===== config.mk =====
export PLATFORM = sky130hd
export DESIGN_NAME = tt_um_jimktrains_vslc_fetch
export DESIGN_NICKNAME = d
export VERILOG_FILES = /design/src/rtl/tt_um_jimktrains_vslc_fetch.sv
export SDC_FILE = /design/constraint.sdc
export NUM_CORES = 1
export LEC_CHECK = 0
export BUFFER_PORTS_ARGS = -buffer_cell sky130_fd_sc_hd__buf_4
export CAP_MARGIN = 20
export CORE_MARGIN = 2
export CORE_UTILIZATION = 54
export CTS_CLUSTER_SIZE = 16
export DETAILED_ROUTE_END_ITERATION = 6
export PLACE_DENSITY_LB_ADDON = 0.3
export SYNTH_ARGS = -nofsm -noshare
export SYNTH_HDL_FRONTEND = slang
export SYNTH_SLANG_ARGS = --single-unit

===== constraint.sdc =====
create_clock -name clk -period 2.3 [get_ports clk]
set_input_delay 0.46 -clock clk [delete_from_list [all_inputs] [get_ports clk]]
set_output_delay 0.46 -clock clk [all_outputs]
set_load 0.01 [all_outputs]

===== src/rtl/tt_um_jimktrains_vslc_fetch.sv =====
`default_nettype none
// ============================================================================
// Module      : tt_um_jimktrains_vslc_fetch
// Description : Program store and scan sequencer feeding the VSLC executor.
//               Holds a byte-wide program loaded over a strobe interface and
//               replays it one byte per clock as a repeating PLC-style scan.
//               It also provides the per-scan input snapshot and a
//               free-running 16-bit cycle counter.
// Revision    : 1.0 - initial release
// ============================================================================
module tt_um_jimktrains_vslc_fetch #(
    parameter int PROG_DEPTH = 32,
    parameter int ADDR_W     = 5
) (
    input  logic              clk,
    input  logic              rst_n,
    input  logic              load_mode,
    input  logic [7:0]        load_data,
    input  logic              load_strobe,
    input  logic              run_en,
    input  logic [7:0]        ui_in,
    output logic [7:0]        instr,
    output logic              instr_ready,
    output logic [7:0]        ui_scan,
    output logic [7:0]        ui_in_prev,
    output logic [15:0]       counter,
    output logic [ADDR_W-1:0] pc,
    output logic [ADDR_W:0]   prog_len,
    output logic              scan_start,
    output logic              load_overflow
);

    // Stack-class no-op presented whenever no instruction is valid.
    localparam logic [7:0]        c_NOP      = 8'hF4;
    localparam logic [ADDR_W:0]   c_FULL     = (ADDR_W + 1)'(PROG_DEPTH);
    localparam logic [ADDR_W:0]   c_LEN_ZERO = '0;
    localparam logic [ADDR_W:0]   c_LEN_ONE  = (ADDR_W + 1)'(1);
    localparam logic [ADDR_W-1:0] c_PC_ZERO  = '0;
    localparam logic [ADDR_W-1:0] c_PC_ONE   = ADDR_W'(1);

    localparam logic [1:0] c_ST_IDLE     = 2'd0;
    localparam logic [1:0] c_ST_LOAD     = 2'd1;
    localparam logic [1:0] c_ST_RUN      = 2'd2;
    localparam logic [1:0] c_ST_SCAN_END = 2'd3;

    logic [1:0]        r_state;
    logic [1:0]        w_state_next;

    logic [7:0]        r_mem [PROG_DEPTH];
    logic [7:0]        r_instr;
    logic              r_instr_ready;
    logic [7:0]        r_ui_scan;
    logic [7:0]        r_ui_in_prev;
    logic [15:0]       r_counter;
    logic [ADDR_W-1:0] r_pc;
    logic [ADDR_W:0]   r_prog_len;
    logic              r_scan_start;
    logic              r_load_overflow;
    logic              r_strobe_prev;

    logic              w_entry;
    logic              w_strobe_rise;
    logic              w_full;
    logic              w_last;
    logic              w_write;

    // Entering programming mode from any other state only clears; writes
    // are accepted from the following cycle onwards.
    assign w_entry       = load_mode && (r_state != c_ST_LOAD);
    assign w_strobe_rise = load_strobe && !r_strobe_prev;
    assign w_full        = (r_prog_len == c_FULL);
    // prog_len is never zero while in RUN, so the subtraction cannot wrap
    // there; outside RUN this flag is ignored.
    assign w_last        = ({1'b0, r_pc} == (r_prog_len - c_LEN_ONE));
    assign w_write       = (r_state == c_ST_LOAD) && load_mode &&
                           w_strobe_rise && !w_full;

    assign instr         = r_instr;
    assign instr_ready   = r_instr_ready;
    assign ui_scan       = r_ui_scan;
    assign ui_in_prev    = r_ui_in_prev;
    assign counter       = r_counter;
    assign pc            = r_pc;
    assign prog_len      = r_prog_len;
    assign scan_start    = r_scan_start;
    assign load_overflow = r_load_overflow;

    // State register.
    always_ff @(posedge clk) begin
        if (!rst_n) begin
            r_state <= c_ST_IDLE;
        end else begin
            r_state <= w_state_next;
        end
    end

    // Next-state logic: load_mode overrides every state, otherwise the
    // scan alternates RUN bytes with a single SCAN_END cycle.
    always_comb begin
        w_state_next = r_state;
        if (w_entry) begin
            w_state_next = c_ST_LOAD;
        end else begin
            case (r_state)
                c_ST_IDLE: begin
                    w_state_next = c_ST_IDLE;
                end
                c_ST_LOAD: begin
                    if (!load_mode) begin
                        w_state_next = (r_prog_len == c_LEN_ZERO) ? c_ST_IDLE
                                                                  : c_ST_RUN;
                    end
                end
                c_ST_RUN: begin
                    if (run_en && w_last) begin
                        w_state_next = c_ST_SCAN_END;
                    end
                end
                c_ST_SCAN_END: begin
                    w_state_next = c_ST_RUN;
                end
                default: begin
                    w_state_next = c_ST_IDLE;
                end
            endcase
        end
    end

    // Program store write port; contents survive reset on purpose, an empty
    // prog_len makes them unreachable.
    always_ff @(posedge clk) begin
        if (rst_n && w_write) begin
            r_mem[r_prog_len[ADDR_W-1:0]] <= load_data;
        end
    end

    // Registered datapath: counter, strobe edge detect, load bookkeeping,
    // fetch outputs and the per-scan input snapshot.
    always_ff @(posedge clk) begin
        if (!rst_n) begin
            r_counter       <= 16'd0;
            r_strobe_prev   <= 1'b0;
            r_instr         <= c_NOP;
            r_instr_ready   <= 1'b0;
            r_scan_start    <= 1'b0;
            r_ui_scan       <= 8'd0;
            r_ui_in_prev    <= 8'd0;
            r_pc            <= c_PC_ZERO;
            r_prog_len      <= c_LEN_ZERO;
            r_load_overflow <= 1'b0;
        end else begin
            r_counter     <= r_counter + 16'd1;
            r_strobe_prev <= load_strobe;
            // Fetch outputs default to "nothing valid" every cycle.
            r_instr       <= c_NOP;
            r_instr_ready <= 1'b0;
            r_scan_start  <= 1'b0;

            if (w_entry) begin
                r_pc            <= c_PC_ZERO;
                r_prog_len      <= c_LEN_ZERO;
                r_load_overflow <= 1'b0;
            end else begin
                case (r_state)
                    c_ST_LOAD: begin
                        if (load_mode) begin
                            if (w_strobe_rise) begin
                                if (w_full) begin
                                    r_load_overflow <= 1'b1;
                                end else begin
                                    r_prog_len <= r_prog_len + c_LEN_ONE;
                                end
                            end
                        end else if (r_prog_len != c_LEN_ZERO) begin
                            // Seed both snapshots identically so the first
                            // scan sees no spurious input edges.
                            r_pc         <= c_PC_ZERO;
                            r_ui_scan    <= ui_in;
                            r_ui_in_prev <= ui_in;
                        end
                    end
                    c_ST_RUN: begin
                        if (run_en) begin
                            r_instr       <= r_mem[r_pc];
                            r_instr_ready <= 1'b1;
                            r_scan_start  <= (r_pc == c_PC_ZERO);
                            r_pc          <= w_last ? c_PC_ZERO : (r_pc + c_PC_ONE);
                        end
                    end
                    c_ST_SCAN_END: begin
                        r_ui_in_prev <= r_ui_scan;
                        r_ui_scan    <= ui_in;
                    end
                    default: begin
                    end
                endcase
            end
        end
    end

endmodule
`default_nettype wire


==> run metrics, run 1 <==
FILL cells 1529; Residual DRC 0; diode count 0; fmax 0.453 GHz; IO Port Bufs 74; HPWL after DPL 18.1 mm; fraction of layout cells with a size suffix above 1 32.7%; Mapped Area 0.0124 mm²; Syn. warnings 0; Psw 2.34 mW; Worst Setup End Kind flop; most frequent cells in the layout edfxtp_1, buf_4, mux4_2, dfxtp_1, nand2_1; CTS Buf Count 34; first-pass GRT wire length 43.1 mm; Final Slew Violations 0; Top FF cell, synth edfxtp_1; Yosys reg bits 313; Vias 6985; total track usage 24.4%; vias in the first global route 6933; overall power 11.7 mW; Clock transition at path regs 0.06 ns; critical path fanouts, max 8; Max Cap Viol 0; Hold Fails Final Rpt 0; latest clock arrival within the worst-skew pair 0.52 ns; Post-synth EDFFs 256; vias per inst 6.24; Die Span X 156 µm; library cells used by synthesis 44; Int Pwr 9.32 mW; RSZ-0062 raised after global routing yes; DIE HEIGHT 156 µm; # rows 55; startpoint type of the worst setup path flop; Syn Area/Cell 17.5 µm²; Final Skew 0.0304 ns; DIE AREA 0.0242 mm²; CTS Sinks 313; pin count of the biggest net entering global routing 38; Period minus WS final 2.21 ns; clk buf depth 3; Sw Share 20.0%; Setup-failing EPs final 0; post-synth net total 740; routed len/inst 25.8 µm; outcome complete, no violations; WP data required 2.48 ns; initial drt markers 736; Comb power frac 1.7%; Flop pwr share 52.6%; Clock Tree Root clkbuf_16; leakage power 4.88 nW; antenna-violating nets left 0; Placer Congestion 0.882; I/O pins 75; Async SR Flop Fraction 0%; Nets 839; setup TNS 0 ns; P&R area growth vs syn 19.0%; TritonCTS clock tree built; antenna violations before repair 0; HP Class in -> reg; most common cell after layout, fill and taps aside edfxtp_1; WP data arrival 2.39 ns; Total Routed Length 28.9 mm; Worst VDD drop 0.411 mV; drt pass-1 iters 6; Period Utilization, post-route 96.0%; Tightest Pin Transition 0.569 ns; H-tree depth 2; total core area 0.0226 mm²; Initial Util 55.0%; sequential fraction of the synthesis area 71.2%; cells after synthesis 711; Setup CP Type reg -> reg; Worst slew margin 61.9%; gr ovfl total 0; Pwr Density 789 mW/mm²; clock network fraction of design power 45.7%; post-CTS setup buffer count 0
power groups by stage:
stage               combinational [mW]  clock, mW  sequential [mW]
finish                           0.196       5.32             6.13
detailed placement               0.198          0             6.25
global placement                 0.193          0             6.25
floorplan                       0.0445          0             6.26
CTS                              0.197       5.39             6.13
global route                     0.210       5.61             6.13
worst max-delay path, cell delays in order (launching register included):
cell	delay (ns)
dfxtp_2	0.38
inv_1	0.10
ha_1	0.20
nor4b_2	0.18
a211oi_2	0.23
and2_4	0.28
nand2_4	0.23
nor2_4	0.30
flip-flops by register name, summed over array words and instances (netlist names):
register / flops
r_mem: 256
counter: 16
instr: 8
ui_in_prev: 8
ui_scan: 8
prog_len: 6
pc: 5
r_state: 2
instr_ready: 1
load_overflow: 1
r_strobe_prev: 1
scan_start: 1
per-stage QoR:
step	worst slack [ns]	instances	hold slack [ns]	area, µm²	util (%)
after CTS	0.0949	1120	0.171	14800	65.4
after floorplan	-0.000963	711	0.487	12700	-
final	0.0912	1120	0.179	14800	65.4
after global placement	0.184	1059	0.465	13700	60.5
after global routing	-0.00705	1120	0.167	14800	65.4
after detailed placement	0.105	1059	0.471	13700	60.5
cell usage after synthesis, types with 3 or more instances:
| cell | n | area share (%) |
|---|---|---|
| buf_2 | 9 | 0.36 |
| and3_1 | 3 | 0.15 |
| clkbuf_1 | 17 | 0.51 |
| o21ai_0 | 8 | 0.32 |
| a21oi_1 | 7 | 0.28 |
| dfxtp_1 | 57 | 9.2 |
| mux2i_1 | 17 | 1.4 |
| a22o_1 | 5 | 0.35 |
| nand2b_1 | 4 | 0.20 |
| edfxtp_1 | 256 | 62 |
| and2_1 | 13 | 0.66 |
| mux2_2 | 7 | 0.64 |
| nand2_1 | 45 | 1.4 |
| or3_1 | 6 | 0.30 |
| nand3_1 | 29 | 1.2 |
| xor2_1 | 11 | 0.78 |
| inv_1 | 7 | 0.21 |
| buf_4 | 5 | 0.30 |
| a21boi_0 | 9 | 0.54 |
| nor2b_1 | 9 | 0.45 |
| nand4_1 | 6 | 0.30 |
| nor2_1 | 54 | 1.6 |
| o211a_1 | 8 | 0.65 |
| nand3b_1 | 6 | 0.36 |
| xnor2_1 | 12 | 0.85 |
| ha_1 | 8 | 0.81 |
| mux4_2 | 70 | 13 |
| buf_1 | 3 | 0.091 |
cell type report:
class,count,area [µm²],area share (%)
Clock inverter,22,201,1.36
Inverter,7,26.3,0.178
Sequential cell,313,8840,59.8
Multi-Input combinational cell,357,3680,24.9
Tap cell,285,357,2.41
Timing Repair Buffer,97,778,5.27
Clock buffer,39,891,6.03
final timing paths:
kind,startpoint,to,slack [ns],cells past startpoint
max,prog_len[1],r_mem[19][2],0.09,7
min,load_strobe,r_strobe_prev,0.18,2
max reg2reg,prog_len[1],r_mem[19][2],0.09,7
min reg2reg,ui_scan[7],ui_scan[7],0.48,2
repair_timing:
| action | 4_1_cts | 5_1_grt |
|---|---|---|
| setup endpoints to repair | 0 | 16 |
| gates resized for setup | 0 | 2 |
| hold buffers | 0 | 0 |
logic make-up (layout without fill, tap and decap cells):
kind of cell,after synthesis,in the layout,synth area share (%)
xor+xnor,23,23,1.62
buf+inv,41,165,1.48
fa+ha+maj,8,8,0.807
simple gates,180,180,6.99
flops,313,313,71.2
mux,94,94,14.7
compound gates,52,52,3.24
metal layers:
layer	global-route usage, %	wire, µm
met1	34.3	11700
met2	38.7	14000
met5	0	0
met3	5.36	2360
met4	8.26	791
Power figures use the tool's default switching activity.
==> run 2, diff against run 1 <==
--- a/config.mk
+++ b/config.mk
@@ -5,12 +5,12 @@
 export SDC_FILE = /design/constraint.sdc
 export NUM_CORES = 1
 export LEC_CHECK = 0
-export BUFFER_PORTS_ARGS = -buffer_cell sky130_fd_sc_hd__buf_4
 export CAP_MARGIN = 20
 export CORE_MARGIN = 2
-export CORE_UTILIZATION = 54
+export CORE_UTILIZATION = 55
 export CTS_CLUSTER_SIZE = 16
 export DETAILED_ROUTE_END_ITERATION = 6
+export DONT_BUFFER_PORTS = 1
 export PLACE_DENSITY_LB_ADDON = 0.3
 export SYNTH_ARGS = -nofsm -noshare
 export SYNTH_HDL_FRONTEND = slang
==> run 2 against run 1 <==
Worst setup slack got worse by 0.017 ns. Final cell count decreased by 7.4%. Total power increased by 0.97%. Non-clock buffer count shrank 78. Global-route usage is 1.0 points lower. Sequential share of layout area is 2.1 points higher. Worst hold slack worse by 0.13 ns. Register-to-register slack worse by 0.02 ns. Critical endpoint is now r_mem[21][0]. Largest cell class unchanged.
==> run metrics, run 2 (synthesis gave the netlist of run 1 again) <==
overall power 11.8 mW; Final Slew Violations 0; Hold Fails Final Rpt 0; routed len/inst 26.3 µm; clk buf depth 3; CTS Sinks 313; Clock Tree Root clkbuf_16; Placer Congestion 0.820; Pwr Density 824 mW/mm²; RSZ-0062 raised after global routing yes; IO Port Bufs 0; r2r setup slk 0.07 ns; WP data arrival 2.40 ns; dpl ws 0.0959 ns; total core area 0.0220 mm²; outcome complete, no violations; antenna-violating nets left 0; Vias 6512; Setup CP Type reg -> reg; Worst Setup End Kind flop; gr ovfl total 0; post-route cell area 0.0143 mm²; HPWL after DPL 17.4 mm; P&R area growth vs syn 15.0%; critical path fanouts, max 8; Setup-failing EPs final 0; most common cell after layout, fill and taps aside edfxtp_1; startpoint type of the worst setup path flop; Worst Setup SP prog_len[1]; Period Utilization, post-route 96.8%; DIE HEIGHT 154 µm; Clock transition at path regs 0.06 ns; HP Class in -> reg; capture point of the worst path r_mem[21][0]; diode count 0; Initial Util 56.5%; setup TNS 0 ns; final core occ 65.0%; Residual DRC 0; Placed Cells 975; Final Skew 0.0142 ns; drt pass-1 iters 5; CTS Hold Bufs 0; Hold WS 0.0539 ns; Worst slew margin 62.0%; total track usage 23.4%; R2R depth 7; I/O pins 75; r2r startpoint prog_len[1]; # rows 54; CTS Buf Count 34; WP data required 2.47 ns; Max Cap Viol 0; most frequent cells in the layout edfxtp_1, mux4_2, dfxtp_1, nand2_1, clkbuf_16; Die Span X 154 µm; Finished Layout Cells 1037; pin count of the biggest net entering global routing 38; fraction of layout cells with a size suffix above 1 26.3%; initial drt markers 671; Tightest Pin Transition 0.569 ns; Nets 761; first-pass GRT wire length 41.3 mm; latest clock arrival within the worst-skew pair 0.50 ns; vias per inst 6.28; worst hold start load_data[2]; fmax 0.449 GHz; TritonCTS clock tree built; leakage power 4.55 nW; Largest register FFs 256; H-tree depth 2; Placed Area 0.0131 mm²; Period minus WS final 2.23 ns; vias in the first global route 6428; DIE AREA 0.0238 mm²; Final Worst Setup Slack 0.0739 ns; reg-to-reg endpoint r_mem[21][0]; Worst VDD drop 0.582 mV; Total Routed Length 27.3 mm; antenna violations before repair 0
==> run 2: cell types whose count changed in the layout (fill, tap and decap cells not counted), sizes merged <==
cell,previous run,this run
buf,97,19
clkinvlp,4,1
clkbuf,39,41
bufinv,3,4
clkinv,13,14
inv,9,8
==> run 2: what timing repair did <==
item	in CTS	in global routing
endpoints found under the setup margin	0	50
setup buffers	0	1
gates resized for setup	0	4
==> run 2: power by group <==
group | internal (mW) | total (mW) | switching, mW
Combinational | 0.0244 | 0.0534 | 0.0290
Sequential | 6.13 | 6.14 | 0.0106
Clock | 3.43 | 5.57 | 2.14
==> run 2: cell type report <==
class	instances	area (µm²)
Multi-Input combinational cell	357	3680
Timing Repair Buffer	19	205
Tap cell	280	350
Sequential cell	313	8840
Clock inverter	20	209
Fill cell	1416	7690
Clock buffer	41	961
Inverter	7	26.3
==> run 2: per-layer routing <==
layer	track usage, %	vias to the layer above	wire length [µm]
met5	0	-	0
met4	5.43	0	511
met1	33.2	3330	11300
li1	-	2830	-
met2	37.8	300	13300
met3	5.18	52	2160
==> run 2: worst min-delay path by stage <==
stage                        end  slack [ns]  depth (start not counted)
detailed placement    counter[0]        0.51                          1
CTS                 r_mem[13][5]        0.04                          0
floorplan             counter[0]        0.49                          1
global placement      counter[0]        0.51                          1
global route        r_mem[31][2]        0.03                          0
finish              r_mem[31][2]        0.05                          0
==> run 2: worst max-delay path, cell delays in order (launching register included) <==
cell	delay [ns]
dfxtp_2	0.33
inv_1	0.08
ha_2	0.22
nor4b_2	0.19
a211oi_2	0.29
and2_4	0.28
nand2_4	0.23
nor2_4	0.30
==> run 3, diff against run 2 <==
--- a/config.mk
+++ b/config.mk
@@ -6,7 +6,7 @@
 export NUM_CORES = 1
 export LEC_CHECK = 0
 export CAP_MARGIN = 20
-export CORE_MARGIN = 2
+export CORE_MARGIN = 10
 export CORE_UTILIZATION = 55
 export CTS_CLUSTER_SIZE = 16
 export DETAILED_ROUTE_END_ITERATION = 6
==> run 3 against run 2 <==
Sequential share of layout area is 0.30 points higher. Flip-flop and latch count stayed put. Register-to-register slack better by 0.05 ns. Final cell count is 0.39% higher. Total power is 2.8% lower. Clock power is 5.9% lower. Critical path depth is 2 lower. First-iteration DRC count is 15% lower. Utilization is 0.51 points lower. Wire length is 1.0% higher. Via count is 0.14% lower. Cell area is 0.47% lower. Highest routed layer unchanged.
==> run metrics, run 3 (synthesis gave the netlist of run 1 again) <==
outcome complete, no violations; pin count of the biggest net entering global routing 39; clk buf depth 3; first-pass GRT wire length 41.9 mm; Tightest Pin Transition 0.601 ns; Largest register FFs 256; Period Utilization, post-route 94.6%; total track usage 19.3%; critical path fanouts, max 38; Total Routed Length 27.5 mm; Final Slew Violations 0; startpoint type of the worst setup path flop; overall power 11.4 mW; DIE HEIGHT 170 µm; Hold Fails Final Rpt 0; Finished Layout Cells 1041; slowest stage cell, crit path mux4_2; TritonCTS clock tree built; capture point of the worst path instr[3]; most used cell, CP mux4_2; leakage power 4.51 nW; Worst slew margin 59.8%; # rows 54; IO Port Bufs 0; vias per inst 6.25; Worst VDD drop 0.564 mV; CTS Sinks 313; Clock Tree Root clkbuf_16; R2R depth 5; HPWL after DPL 17.7 mm; footprint of the multi-input gates 0.00367 mm²; crit-path cells buf_12, mux4_2, mux4_2, mux2i_1, nor2_1; Vias 6503; diode count 0; WP data arrival 2.55 ns; H-tree depth 2; r2r setup slk 0.12 ns; vias in the first global route 6541; fmax 0.459 GHz; reg-to-reg endpoint instr[3]; total core area 0.0220 mm²; Worst Setup End Kind flop; CTS Hold Bufs 0; Placed Cells 979; initial drt markers 571; Initial Util 56.3%; Buf/Inv on CP 1; antenna-violating nets left 0; WP data required 2.68 ns; fraction of layout cells with a size suffix above 1 25.8%; I/O pins 75; RSZ-0062 raised after global routing no; r2r startpoint pc[0]; FF/Latch Area 0.00884 mm²; Max Cap Viol 0; Crit path max-delay family multiplexers; Setup-failing EPs final 0; Worst Setup SP pc[0]; P&R area growth vs syn 14.5%; Clock transition at path regs 0.06 ns; latest clock arrival within the worst-skew pair 0.51 ns; FILL cells 1476; most frequent cells in the layout edfxtp_1, mux4_2, dfxtp_1, nand2_1, clkbuf_16; Nets 764; Setup CP Type reg -> reg; HP Class in -> reg; Die Span X 170 µm; routed len/inst 26.5 µm; antenna violations before repair 0; setup TNS 0 ns; Pwr Density 805 mW/mm²; critical path depth 5; Placer Congestion 0.837; DIE AREA 0.0290 mm²; Final Skew 0.0151 ns; Residual DRC 0; CTS Buf Count 34; most common cell after layout, fill and taps aside edfxtp_1; drt pass-1 iters 6; Period minus WS final 2.18 ns; slowest stage delay, CP 0.57 ns; gr ovfl total 0
[run 3: cell count changes in the layout (fill, tap and decap cells not counted), sizes merged]
cell and change:
clkinvlp +1, clkinv -10, buf +3, bufinv -4, clkbuf +14
[run 3: worst min-delay path by stage]
stage | from | to | cells after the start
final | load_data[0] | r_mem[8][0] | 0
after floorplan | counter[0] | counter[0] | 1
after CTS | load_data[4] | r_mem[1][4] | 0
after global placement | ui_scan[7] | ui_scan[7] | 2
after detailed placement | ui_scan[4] | ui_scan[4] | 2
after global routing | load_data[3] | r_mem[3][3] | 0
[run 3: metrics by stage]
stage                     cell area, µm²  utilization, %  hold slack [ns]  worst slack [ns]
after detailed placement           13100            59.5            0.529             0.123
after CTS                          14200            64.5           0.0324             0.113
final                              14200            64.5           0.0449             0.123
after global placement             13100            59.5            0.519             0.190
after floorplan                    12700               -            0.487         -0.000963
after global routing               14200            64.5           0.0255            0.0120
[run 3: worst register-to-register path: stages (launching register included)]
cell and delay [ns]:
dfxtp_4 0.38, buf_12 0.29, mux4_2 0.61, mux4_2 0.54
mux2i_1 0.17, nor2_1 0.06
[run 3: report_power, final]
part           total [mW]  switching [mW]  internal, mW  leakage [nW]
combinational      0.0526          0.0290        0.0236          1.22
clock                5.24            2.11          3.13         0.530
sequential           6.14          0.0111          6.13          2.76
total                11.4            2.15          9.28          4.51
[run 3: area by class of cell]
| type | count | area share (%) |
|---|---|---|
| multi-input cells | 357 | 25.9 |
| clock buffers | 55 | 7.36 |
| well taps | 280 | 2.47 |
| inverters | 7 | 0.185 |
| repair buffers | 22 | 1.60 |
| clock inverters | 7 | 0.308 |
| flip-flops and latches | 313 | 62.2 |
[run 3: what timing repair did]
action,4_1_cts,5_1_grt
buffers inserted,0,0
setup endpoints to repair,0,2
resized for setup,0,2
[run 3: per-layer routing]
metal  up-vias  GRT usage, %  share of wire (%)
li1       2840             -                  -
met1      3323          25.2                 40
met2       299          30.7                 49
met3        41          6.25                9.6
met4         0          5.42                1.9
met5         -             0                  0
